### src/rtl/topk_dedup_if.sv
// topk_dedup_if: frame/verdict bundle between the top-K sorter, the dedup
//   filter and the decoder.
// Frame side: i_valid, o_ready, i_tops (TOP_K packed indices), i_thresh, i_clear.
// Verdict side: o_valid (one-cycle strobe), o_next, o_overlap.
interface topk_dedup_if #(
  parameter int IDX_W = 5,
  parameter int TOP_K = 3
);
  localparam int OV_W = $clog2(TOP_K + 1);

  logic                     i_valid;
  logic                     o_ready;
  logic [TOP_K*IDX_W-1:0]   i_tops;
  logic [OV_W-1:0]          i_thresh;
  logic                     i_clear;
  logic                     o_valid;
  logic                     o_next;
  logic [OV_W-1:0]          o_overlap;

  // master drives frames and observes verdicts; slave is the filter.
  modport master (
    output i_valid, i_tops, i_thresh, i_clear,
    input  o_ready, o_valid, o_next, o_overlap
  );

  modport slave (
    input  i_valid, i_tops, i_thresh, i_clear,
    output o_ready, o_valid, o_next, o_overlap
  );
endinterface

### src/rtl/topk_dedup.sv
// topk_dedup: suppresses frames whose top-K class set overlaps any of the last
//   HIST_DEPTH recorded frames by at least i_thresh classes.
// Ports: i_clk, i_rst_n (async, active-low), bus (topk_dedup_if.slave):
//   frame in (i_valid/o_ready/i_tops/i_thresh/i_clear), verdict out
//   (o_valid/o_next/o_overlap); o_drop_cnt only with DEDUP_DROP_CNT_EN.
// Latency: verdict HIST_DEPTH+2 cycles after accept; o_ready is high only when idle.
// Optional macro DEDUP_DROP_CNT_EN adds a saturating 16-bit suppressed-frame counter.
module topk_dedup #(
  parameter int NUM_CLASSES = 32,
  parameter int IDX_W       = 5,
  parameter int TOP_K       = 3,
  parameter int HIST_DEPTH  = 2
) (
  input  logic          i_clk,
  input  logic          i_rst_n,
  topk_dedup_if.slave   bus
`ifdef DEDUP_DROP_CNT_EN
  ,
  output logic [15:0]   o_drop_cnt
`endif
);

  localparam int OV_W = $clog2(TOP_K + 1);
  localparam int J_W  = (HIST_DEPTH > 1) ? $clog2(HIST_DEPTH) : 1;
  localparam logic [J_W-1:0] J_LAST = J_W'(HIST_DEPTH - 1);

  localparam logic [1:0] S_IDLE  = 2'd0;
  localparam logic [1:0] S_BUILD = 2'd1;
  localparam logic [1:0] S_CHECK = 2'd2;
  localparam logic [1:0] S_OUT   = 2'd3;

  logic [1:0]               state;
  logic [TOP_K*IDX_W-1:0]   tops_q;
  logic [OV_W-1:0]          thresh_q;
  logic [NUM_CLASSES-1:0]   cur_vec;
  logic [NUM_CLASSES-1:0]   build_vec;
  logic [NUM_CLASSES-1:0]   hist [HIST_DEPTH];
  logic [HIST_DEPTH-1:0]    hist_vld;
  logic [J_W-1:0]           j;
  logic [OV_W-1:0]          max_ov;
  logic [OV_W-1:0]          ov_j;
  logic                     next_raw;

  // Only bits set in cur_vec can match, so the count never exceeds TOP_K
  // and OV_W bits cannot wrap.
  function automatic logic [OV_W-1:0] popcnt(input logic [NUM_CLASSES-1:0] v);
    logic [OV_W-1:0] c;
    c = '0;
    for (int i = 0; i < NUM_CLASSES; i++) c = c + OV_W'(v[i]);
    return c;
  endfunction

  // Membership vector: repeated indices land on the same bit, out-of-range
  // indices are dropped.
  always_comb begin
    build_vec = '0;
    for (int k = 0; k < TOP_K; k++) begin
      if (int'(tops_q[k*IDX_W +: IDX_W]) < NUM_CLASSES)
        build_vec[tops_q[k*IDX_W +: IDX_W]] = 1'b1;
    end
  end

  always_comb begin
    ov_j = '0;
    if (hist_vld[j]) ov_j = popcnt(cur_vec & hist[j]);
  end

  // Threshold 0 disables suppression; thresholds above TOP_K can never be met.
  assign next_raw = (thresh_q == '0) || (max_ov < thresh_q);

  assign bus.o_ready   = (state == S_IDLE);
  assign bus.o_valid   = (state == S_OUT);
  assign bus.o_next    = (state == S_OUT) && next_raw;
  assign bus.o_overlap = (state == S_OUT) ? max_ov : '0;

  always_ff @(posedge i_clk or negedge i_rst_n) begin
    if (!i_rst_n) begin
      state    <= S_IDLE;
      tops_q   <= '0;
      thresh_q <= '0;
      cur_vec  <= '0;
      hist_vld <= '0;
      j        <= '0;
      max_ov   <= '0;
      for (int i = 0; i < HIST_DEPTH; i++) hist[i] <= '0;
`ifdef DEDUP_DROP_CNT_EN
      o_drop_cnt <= '0;
`endif
    end else if (bus.i_clear) begin
      // Flush wins over everything, including a coincident accept; the stale
      // vectors stay but are masked by the cleared valid bits.
      state    <= S_IDLE;
      hist_vld <= '0;
`ifdef DEDUP_DROP_CNT_EN
      o_drop_cnt <= '0;
`endif
    end else begin
      case (state)
        S_IDLE: begin
          if (bus.i_valid) begin
            tops_q   <= bus.i_tops;
            thresh_q <= bus.i_thresh;
            state    <= S_BUILD;
          end
        end
        S_BUILD: begin
          cur_vec <= build_vec;
          max_ov  <= '0;
          j       <= '0;
          state   <= S_CHECK;
        end
        S_CHECK: begin
          if (ov_j > max_ov) max_ov <= ov_j;
          if (j == J_LAST) state <= S_OUT;
          else             j     <= j + 1'b1;
        end
        default: begin
          // S_OUT: record the frame regardless of the verdict.
          for (int i = HIST_DEPTH - 1; i > 0; i--) begin
            hist[i]     <= hist[i-1];
            hist_vld[i] <= hist_vld[i-1];
          end
          hist[0]     <= cur_vec;
          hist_vld[0] <= 1'b1;
`ifdef DEDUP_DROP_CNT_EN
          if (!next_raw && (o_drop_cnt != 16'hFFFF)) o_drop_cnt <= o_drop_cnt + 16'd1;
`endif
          state <= S_IDLE;
        end
      endcase
    end
  end

endmodule
### src/flat_wrapper.sv
// flat-port wrapper written by rule: the top's interface ports become plain ports
module topk_dedup_flat 
#(
  parameter int NUM_CLASSES = 32,
  parameter int IDX_W       = 5,
  parameter int TOP_K       = 3,
  parameter int HIST_DEPTH  = 2
)
  (i_clk, i_rst_n, bus_i_valid, bus_i_tops, bus_i_thresh, bus_i_clear, bus_o_ready, bus_o_valid, bus_o_next, bus_o_overlap);
  topk_dedup_if #(.IDX_W(IDX_W), .TOP_K(TOP_K)) bus_i ();
  input  logic i_clk;
  input  logic i_rst_n;
  input wire logic [$bits(bus_i.i_valid)-1:0] bus_i_valid;
  input wire logic [$bits(bus_i.i_tops)-1:0] bus_i_tops;
  input wire logic [$bits(bus_i.i_thresh)-1:0] bus_i_thresh;
  input wire logic [$bits(bus_i.i_clear)-1:0] bus_i_clear;
  output wire logic [$bits(bus_i.o_ready)-1:0] bus_o_ready;
  output wire logic [$bits(bus_i.o_valid)-1:0] bus_o_valid;
  output wire logic [$bits(bus_i.o_next)-1:0] bus_o_next;
  output wire logic [$bits(bus_i.o_overlap)-1:0] bus_o_overlap;
  assign bus_i.i_valid = bus_i_valid;
  assign bus_i.i_tops = bus_i_tops;
  assign bus_i.i_thresh = bus_i_thresh;
  assign bus_i.i_clear = bus_i_clear;
  assign bus_o_ready = bus_i.o_ready;
  assign bus_o_valid = bus_i.o_valid;
  assign bus_o_next = bus_i.o_next;
  assign bus_o_overlap = bus_i.o_overlap;
  topk_dedup #(.NUM_CLASSES(NUM_CLASSES), .IDX_W(IDX_W), .TOP_K(TOP_K), .HIST_DEPTH(HIST_DEPTH)) u_core (.i_clk(i_clk), .i_rst_n(i_rst_n), .bus(bus_i));
endmodule
### config.mk
export PLATFORM = sky130hd
export DESIGN_NAME = topk_dedup_flat
export DESIGN_NICKNAME = d
export VERILOG_FILES = /design/src/rtl/topk_dedup_if.sv /design/src/rtl/topk_dedup.sv /design/src/flat_wrapper.sv
export SDC_FILE = /design/constraint.sdc
export NUM_CORES = 1
export LEC_CHECK = 0
export CELL_PAD_IN_SITES_DETAIL_PLACEMENT = 1
export CELL_PAD_IN_SITES_GLOBAL_PLACEMENT = 1
export CORE_MARGIN = 1
export CORE_UTILIZATION = 27
export CTS_BUF_LIST = sky130_fd_sc_hd__clkbuf_4 sky130_fd_sc_hd__clkbuf_8
export DETAILED_ROUTE_END_ITERATION = 10
export PLACE_DENSITY_LB_ADDON = 0.1
export REMOVE_ABC_BUFFERS = 1
export SLEW_MARGIN = 40
export SYNTH_ARGS = -nofsm -noshare
export SYNTH_HDL_FRONTEND = slang
export SYNTH_SLANG_ARGS = --single-unit
export TNS_END_PERCENT = 10
### constraint.sdc
create_clock -name i_clk -period 11 [get_ports i_clk]
set_clock_uncertainty 0.05 [all_clocks]
set_input_delay 2.2 -clock i_clk [delete_from_list [all_inputs] [get_ports i_clk]]
set_output_delay 2.2 -clock i_clk [all_outputs]
set_load 0.03 [all_outputs]
==> flow_summary_export.csv <==
group,metric,value,unit
synthesis,ys.warnings.count,0,
worst_setup_path,cp-end-kind,"flop",
outcome,status,"finished, final reports clean",
global_route,grt_overflow,0,
final_layout,drive_gt1_share,10.4,%
floorplan,die-height,156,µm
clock_tree,htree_levels,4,
clock_tree,post_cts_buffers,0,
routing,drc,0,
global_route,grt_usage,15.6,%
sta,hold_violations,0,
global_route,grt_pass1_vias,5267,
worst_setup_path,path_class,"reg -> reg",
worst_setup_path,cp_max_fo,35,
synthesis,synth_area,6370,µm²
hold_path,hp-class,"reg -> reg",
worst_setup_path,critPathTopFamily,"adder cells",
floorplan,rows,55,
worst_setup_path,crit_arrival,7060,ps
clock_tree,cts_resized,0,
floorplan,die-area,24200,µm²
synthesis,synth_edf_count,0,
clock_tree,cts_sinks,120,
clock_tree,cts_tree,"done",
routing,num_vias,4819,
sta,slew_headroom,48.9,%
routing,totalWireLength,17300,µm
floorplan,initial_core_util,27.8,%
synthesis,syn_area_per_cell,8.87,µm²
clock_tree,postCtsHoldBufs,0,
worst_setup_path,critPathMostFrequentCell,"fa_1",
clock_tree,cts_buffers,17,
placement,gp_congestion,0.783,
sta,fmax,148,MHz
clock_tree,cts_root_buf,"clkbuf_8",
placement,io_buffers,25,
sta,fin_crit_sh,61.5,%
sta,tightestPinTransition,766,ps
global_route,grt_max_degree,80,
final_layout,final_nets,773,
sta,drv_slew,0,
worst_setup_path,path_cells,"buf_4, mux2i_1, nor2b_1, fa_1, inv_1, fa_1, inv_1, fa_1, fa_1, fa_1, fa_1, ha_1, xnor2_1, xnor2_1, xnor2_1, xnor2_1, nand2_1, inv_1, ha_1, a21oi_1, a21oi_1, or3b_1, o221ai_2",
placement,post-dp-hpwl,11700,µm
clock_tree,clk_latency,440,ps
clock_tree,clk_pin_slew,80,ps
final_layout,n_fill_cell,2667,
global_route,antenna_found_initial,0,
worst_setup_path,cp-start-kind,"flop",
synthesis,synth_top_area_share,47.2,%
synthesis,yosys-top-cells-area,"dfrtp_1, nand2_1, mux2_2, fa_1, nor2_1",
placement,dpl_cell_area,6880,µm²
global_route,grt_pass1_wl,28700,µm
sta,rsz0062_at_grt,"false",
synthesis,yosysTopAreaCell,"dfrtp_1",
final_layout,final_cell_area,7320,µm²
synthesis,synth_cell_types,31,
synthesis,synth_ff_type,"dfrtp_1",
routing,drt-wirelength-per-cell,16.4,µm
pwr,p_leak,3.30,nW
worst_setup_path,cpMaxStageDelayCell,"fa_1",
worst_setup_path,slowest_delay,550,ps
final_layout,mostFrequentLayoutCell,"nand2_1",
floorplan,top_level_ports,26,
worst_setup_path,critPathRequiredTime,11300,ps
worst_setup_path,path_buf_inv,4,
routing,drt_pass1_iterations,4,
routing,ant_nets,0,
final_layout,syn_to_final_growth,15.0,%
sta,fin_setup_tns,0,ps
pwr,peakVddDrop,0.104,mV
run,maxCapViolCount,0,
sta,finalSetupViolCount,0,
synthesis,seq_area_frac_synth,47.2,%
synthesis,ys_ff_latch,120,
synthesis,syn_inst,718,
pwr,power_density,237,nW/µm²
sta,fin_crit,6760,ps
clock_tree,clockBufferDepth,2,
final_layout,final_cell_mix,"nand2_1, dfrtp_1, nor2_1, o22ai_1, mux2_2",
floorplan,coreArea,22900,µm²
routing,first_iter_violations,252,
routing,viasPerCell,4.57,
synthesis,synth-async-reset-ratio,100,%
final_layout,antennaDiodeCount,0,
floorplan,die_w,156,µm
-- synthesized netlist by cell type (8+ instances only) --
cell type / instances
fa_1: 15
mux2_2: 27
ha_1: 8
nor2_1: 74
o22ai_1: 33
nor2b_1: 24
mux2i_1: 25
xnor2_1: 14
nand2_1: 245
inv_1: 15
o21ai_1: 19
nand3b_1: 9
o21ai_0: 16
clkbuf_1: 11
dfrtp_1: 120
nand2b_1: 10
buf_2: 23
-- through the flow --
stage	utilization (%)	hold WS (ps)	std cells	power, mW	setup slack (ps)
finish	32.0	430	1055	1.74	4240
global route	32.0	456	1055	1.88	3800
CTS	31.8	434	1054	1.76	4120
detailed placement	30.0	417	1022	1.33	4130
global placement	30.0	406	1022	1.30	4400
floorplan	-	390	679	1.10	4240
-- logic make-up after synthesis --
| logic type | synth area share, % |
|---|---|
| flops | 47.2 |
| buf+inv | 3.69 |
| fa+ha+maj | 6.29 |
| mux | 8.71 |
| xor+xnor | 2.06 |
| compound gates | 6.72 |
| simple gates | 25.4 |
-- per-layer routing --
metal	GRT usage (%)	up-vias	wire length, µm
met5	0	-	0
met4	4.62	0	239
met3	3.00	14	354
met2	26.2	56	8130
met1	20.4	2409	8550
li1	-	2340	-
-- cell type report --
| type | instances | area [µm²] | share of cell area (%) |
|---|---|---|---|
| clock buffers | 23 | 292 | 3.98 |
| clock inverters | 9 | 123 | 1.67 |
| inverters | 15 | 56.3 | 0.769 |
| multi-input cells | 544 | 3140 | 42.9 |
| flip-flops and latches | 120 | 3000 | 41.0 |
| well taps | 313 | 392 | 5.35 |
| repair buffers | 31 | 317 | 4.32 |
-- state kept, by name, indices dropped and copies added, names as in the netlist --
name and cells:
u_core.hist 64, u_core.thresh_q 2, u_core.max_ov 2, u_core.tops_q 15
u_core.state 2, u_core.cur_vec 32, u_core.hist_vld 2, u_core.j 1
-- worst reg2reg max path, stage by stage (launching register included) --
cell and delay (ps):
dfrtp_2 350, buf_4 500, mux2i_1 270, nor2b_1 80, fa_1 540, inv_1 70, fa_1 550, inv_1 60
fa_1 510, fa_1 530, fa_1 520, fa_1 500, ha_1 220, xnor2_1 140, xnor2_1 190, xnor2_1 160
xnor2_1 80, nand2_1 110, inv_1 60, ha_1 300, a21oi_1 70, a21oi_1 220, or3b_1 420, o221ai_2 180
-- worst paths after layout --
path / from / endpoint / slack, ps / cells past startpoint
worst max-delay path: u_core.j / u_core.max_ov[1] / 4240 / 23
worst min-delay path: u_core.hist[29] / u_core.hist[29] / 430 / 2
worst max register to register: u_core.j / u_core.max_ov[1] / 4240 / 23
worst min register to register: u_core.hist[29] / u_core.hist[29] / 430 / 2
max in group asynchronous: i_rst_n / u_core.cur_vec[20] / 8160 / 3
min in group asynchronous: i_rst_n / u_core.j / 1720 / 1
-- power by group --
part	internal, mW	switching, mW
Sequential	0.588	0.144
Clock	0.244	0.183
Combinational	0.224	0.352
Total	1.06	0.679
(Power assumes the default switching activity.)
==> RTL change: new RTL, config.mk and constraints unchanged <==
`HIST_DEPTH` is set to 2 in 2 places; all go to 4. Comments in the files are not updated.
--- a/src/rtl/topk_dedup.sv
+++ b/src/rtl/topk_dedup.sv
@@ -10,5 +10,5 @@
   parameter int IDX_W       = 5,
   parameter int TOP_K       = 3,
-  parameter int HIST_DEPTH  = 2
+  parameter int HIST_DEPTH  = 4
 ) (
   input  logic          i_clk,
--- a/src/flat_wrapper.sv
+++ b/src/flat_wrapper.sv
@@ -5,5 +5,5 @@
   parameter int IDX_W       = 5,
   parameter int TOP_K       = 3,
-  parameter int HIST_DEPTH  = 2
+  parameter int HIST_DEPTH  = 4
 )
   (i_clk, i_rst_n, bus_i_valid, bus_i_tops, bus_i_thresh, bus_i_clear, bus_o_ready, bus_o_valid, bus_o_next, bus_o_overlap);
Check against the original RTL: not equivalent (Yosys sat finds a counterexample within 10 cycles, from zero or initial values and one cycle with i_rst_n low).
==> RTL change against the unedited design <==
Total power increased by 22%; highest routed layer unchanged; area after synthesis increased by 47%; setup slack got worse by 0.58 ns; non-clock buffer count unchanged; routed wire length increased by 26%; die area increased by 46%; combinational power increased by 18%; design area increased by 41%; sequential cell count increased by 67.
==> RTL change: results (changes against the unedited design) <==
\begin{tabular}{lr}
\hline
Metric & Value \\
\hline
\multicolumn{2}{l}{\textbf{Cells and area}} \\
\quad Largest registers ranked by flip-flop count & u\_core.hist: 128 flops, u\_core.cur\_vec: 32 flops, u\_core.tops\_q: 15 flops \\
\quad Clock buffer count & 22 (-4.3\%) \\
\quad Count of non-filler cells in the finished layout & 1,202 (+14\%) \\
\quad Non-clock buffers, area share & 0.03085 (-0.01237) \\
\quad Area added between synthesis and finish & 10.17\% \\
\quad Number of fill cells in the layout & 3,659 (+37\%) \\
\quad Share of the final layout cell area in sequential cells & 0.4544 (+0.04425) \\
\quad Final-layout clock-cell area share & 0.03620 (-0.02035) \\
\quad Multi-input combinational gate total & 491 (-9.7\%) \\
\multicolumn{2}{l}{\textbf{Logic synthesis}} \\
\quad Leading cell types by total area after synthesis & dfrtp\_1, mux2\_2, mux4\_2 \\
\quad Cell count after synthesis & 735 (+2.4\%) \\
\quad Share of synthesized area occupied by flip-flops and latches & 0.5005 (+0.02886) \\
\quad Synth unique cells & 34 (+9.7\%) \\
\quad Commonest cells in the netlist & dfrtp\_1, mux2\_2, nor2\_1 \\
\multicolumn{2}{l}{\textbf{STA}} \\
\quad Max Clock Freq & 136.1 MHz (-7.9\%) \\
\multicolumn{2}{l}{\textbf{Critical path}} \\
\quad Worst r2r src & u\_core.j[0]\$\_DFFE\_PN0P\_ \\
\quad Capturing instance or port of the critical path & u\_core.max\_ov[0]\$\_DFFE\_PN0P\_ \\
\quad Length in cells of the worst reg-to-reg path & 24 (+4.3\%) \\
\multicolumn{2}{l}{\textbf{Power and ir drop}} \\
\quad Largest vdd supply drop & 0.00008186 V (-21\%) \\
\quad Static power due to leakage & 4.563 nW (+38\%) \\
\multicolumn{2}{l}{\textbf{Hold path}} \\
\quad Hold Path Cell Cnt & 1 (-1) \\
\multicolumn{2}{l}{\textbf{Run status}} \\
\quad Outcome & completed \\
\multicolumn{2}{l}{\textbf{Global routing}} \\
\quad Number of global-route vias before repair & 6,325 (+20\%) \\
\quad Global router's overall resource usage & 0.1340 (-0.02209) \\
\quad Global-route wire length before repair & 36.47 mm (+27\%) \\
\multicolumn{2}{l}{\textbf{Clock tree}} \\
\quad Later-pin clock latency in the skew report & 0.48 ns (+0.04 ns) \\
\multicolumn{2}{l}{\textbf{Placed design}} \\
\quad Minimum setup slack after placement & 3.514 ns (-0.6163 ns) \\
\quad Final HPWL from detailed placement & 15.01 mm (+28\%) \\
\quad Standard cell area after detailed placement & 9928 um2 (+44\%) \\
\hline
\end{tabular}
-- RTL change: cell types whose count changed after synthesis, sizes merged, moves of 2 or more --
cell    unedited run  this run
mux4               0        33
mux2              27       146
dfrtp            120       187
nand3              3         5
nand2b            10        12
nand2            245        61
nor2b             24         2
clkbuf            14        19
inv               15        13
and2               2        19
mux2i             25         3
-- RTL change: worst min-delay path by stage --
stage	startpoint	endpoint	slack (ns)
finish	u_core.hist[2]$_DFFE_PN0P_	u_core.hist[2]$_DFFE_PN0P_	0.46
CTS	u_core.hist[28]$_DFFE_PN0P_	u_core.hist[28]$_DFFE_PN0P_	0.46
global placement	u_core.hist[4]$_DFFE_PN0P_	u_core.hist[4]$_DFFE_PN0P_	0.43
floorplan	u_core.cur_vec[12]$_DFFE_PN0P_	u_core.cur_vec[12]$_DFFE_PN0P_	0.41
global route	u_core.hist[2]$_DFFE_PN0P_	u_core.hist[2]$_DFFE_PN0P_	0.48
detailed placement	u_core.hist[29]$_DFFE_PN0P_	u_core.hist[29]$_DFFE_PN0P_	0.44
-- RTL change: cells by family (layout without fill, tap and decap cells) --
group	count (synthesis)	in the layout	synth area share
compound gates	74	74	0.04590
simple gates	196	196	0.09916
flops	187	187	0.5005
xor+xnor	15	15	0.01405
mux	182	182	0.2585
buf+inv	57	76	0.03773
fa+ha+maj	24	24	0.04416
-- RTL change: power by group --
group          leakage (nW)  internal (mW)  switching, mW
sequential             2.56          0.827          0.159
combinational          1.83          0.310          0.372
clock                 0.179          0.195          0.249
total                  4.56           1.33          0.780
-- RTL change: routing by layer --
metal,vias to the layer above,global-route usage,wire length [um]
li1,2579,-,-
met1,3000,0.1863,10630
met2,43,0.2108,10490
met3,8,0.02807,445
met4,0,0.03565,177
met5,-,0,0
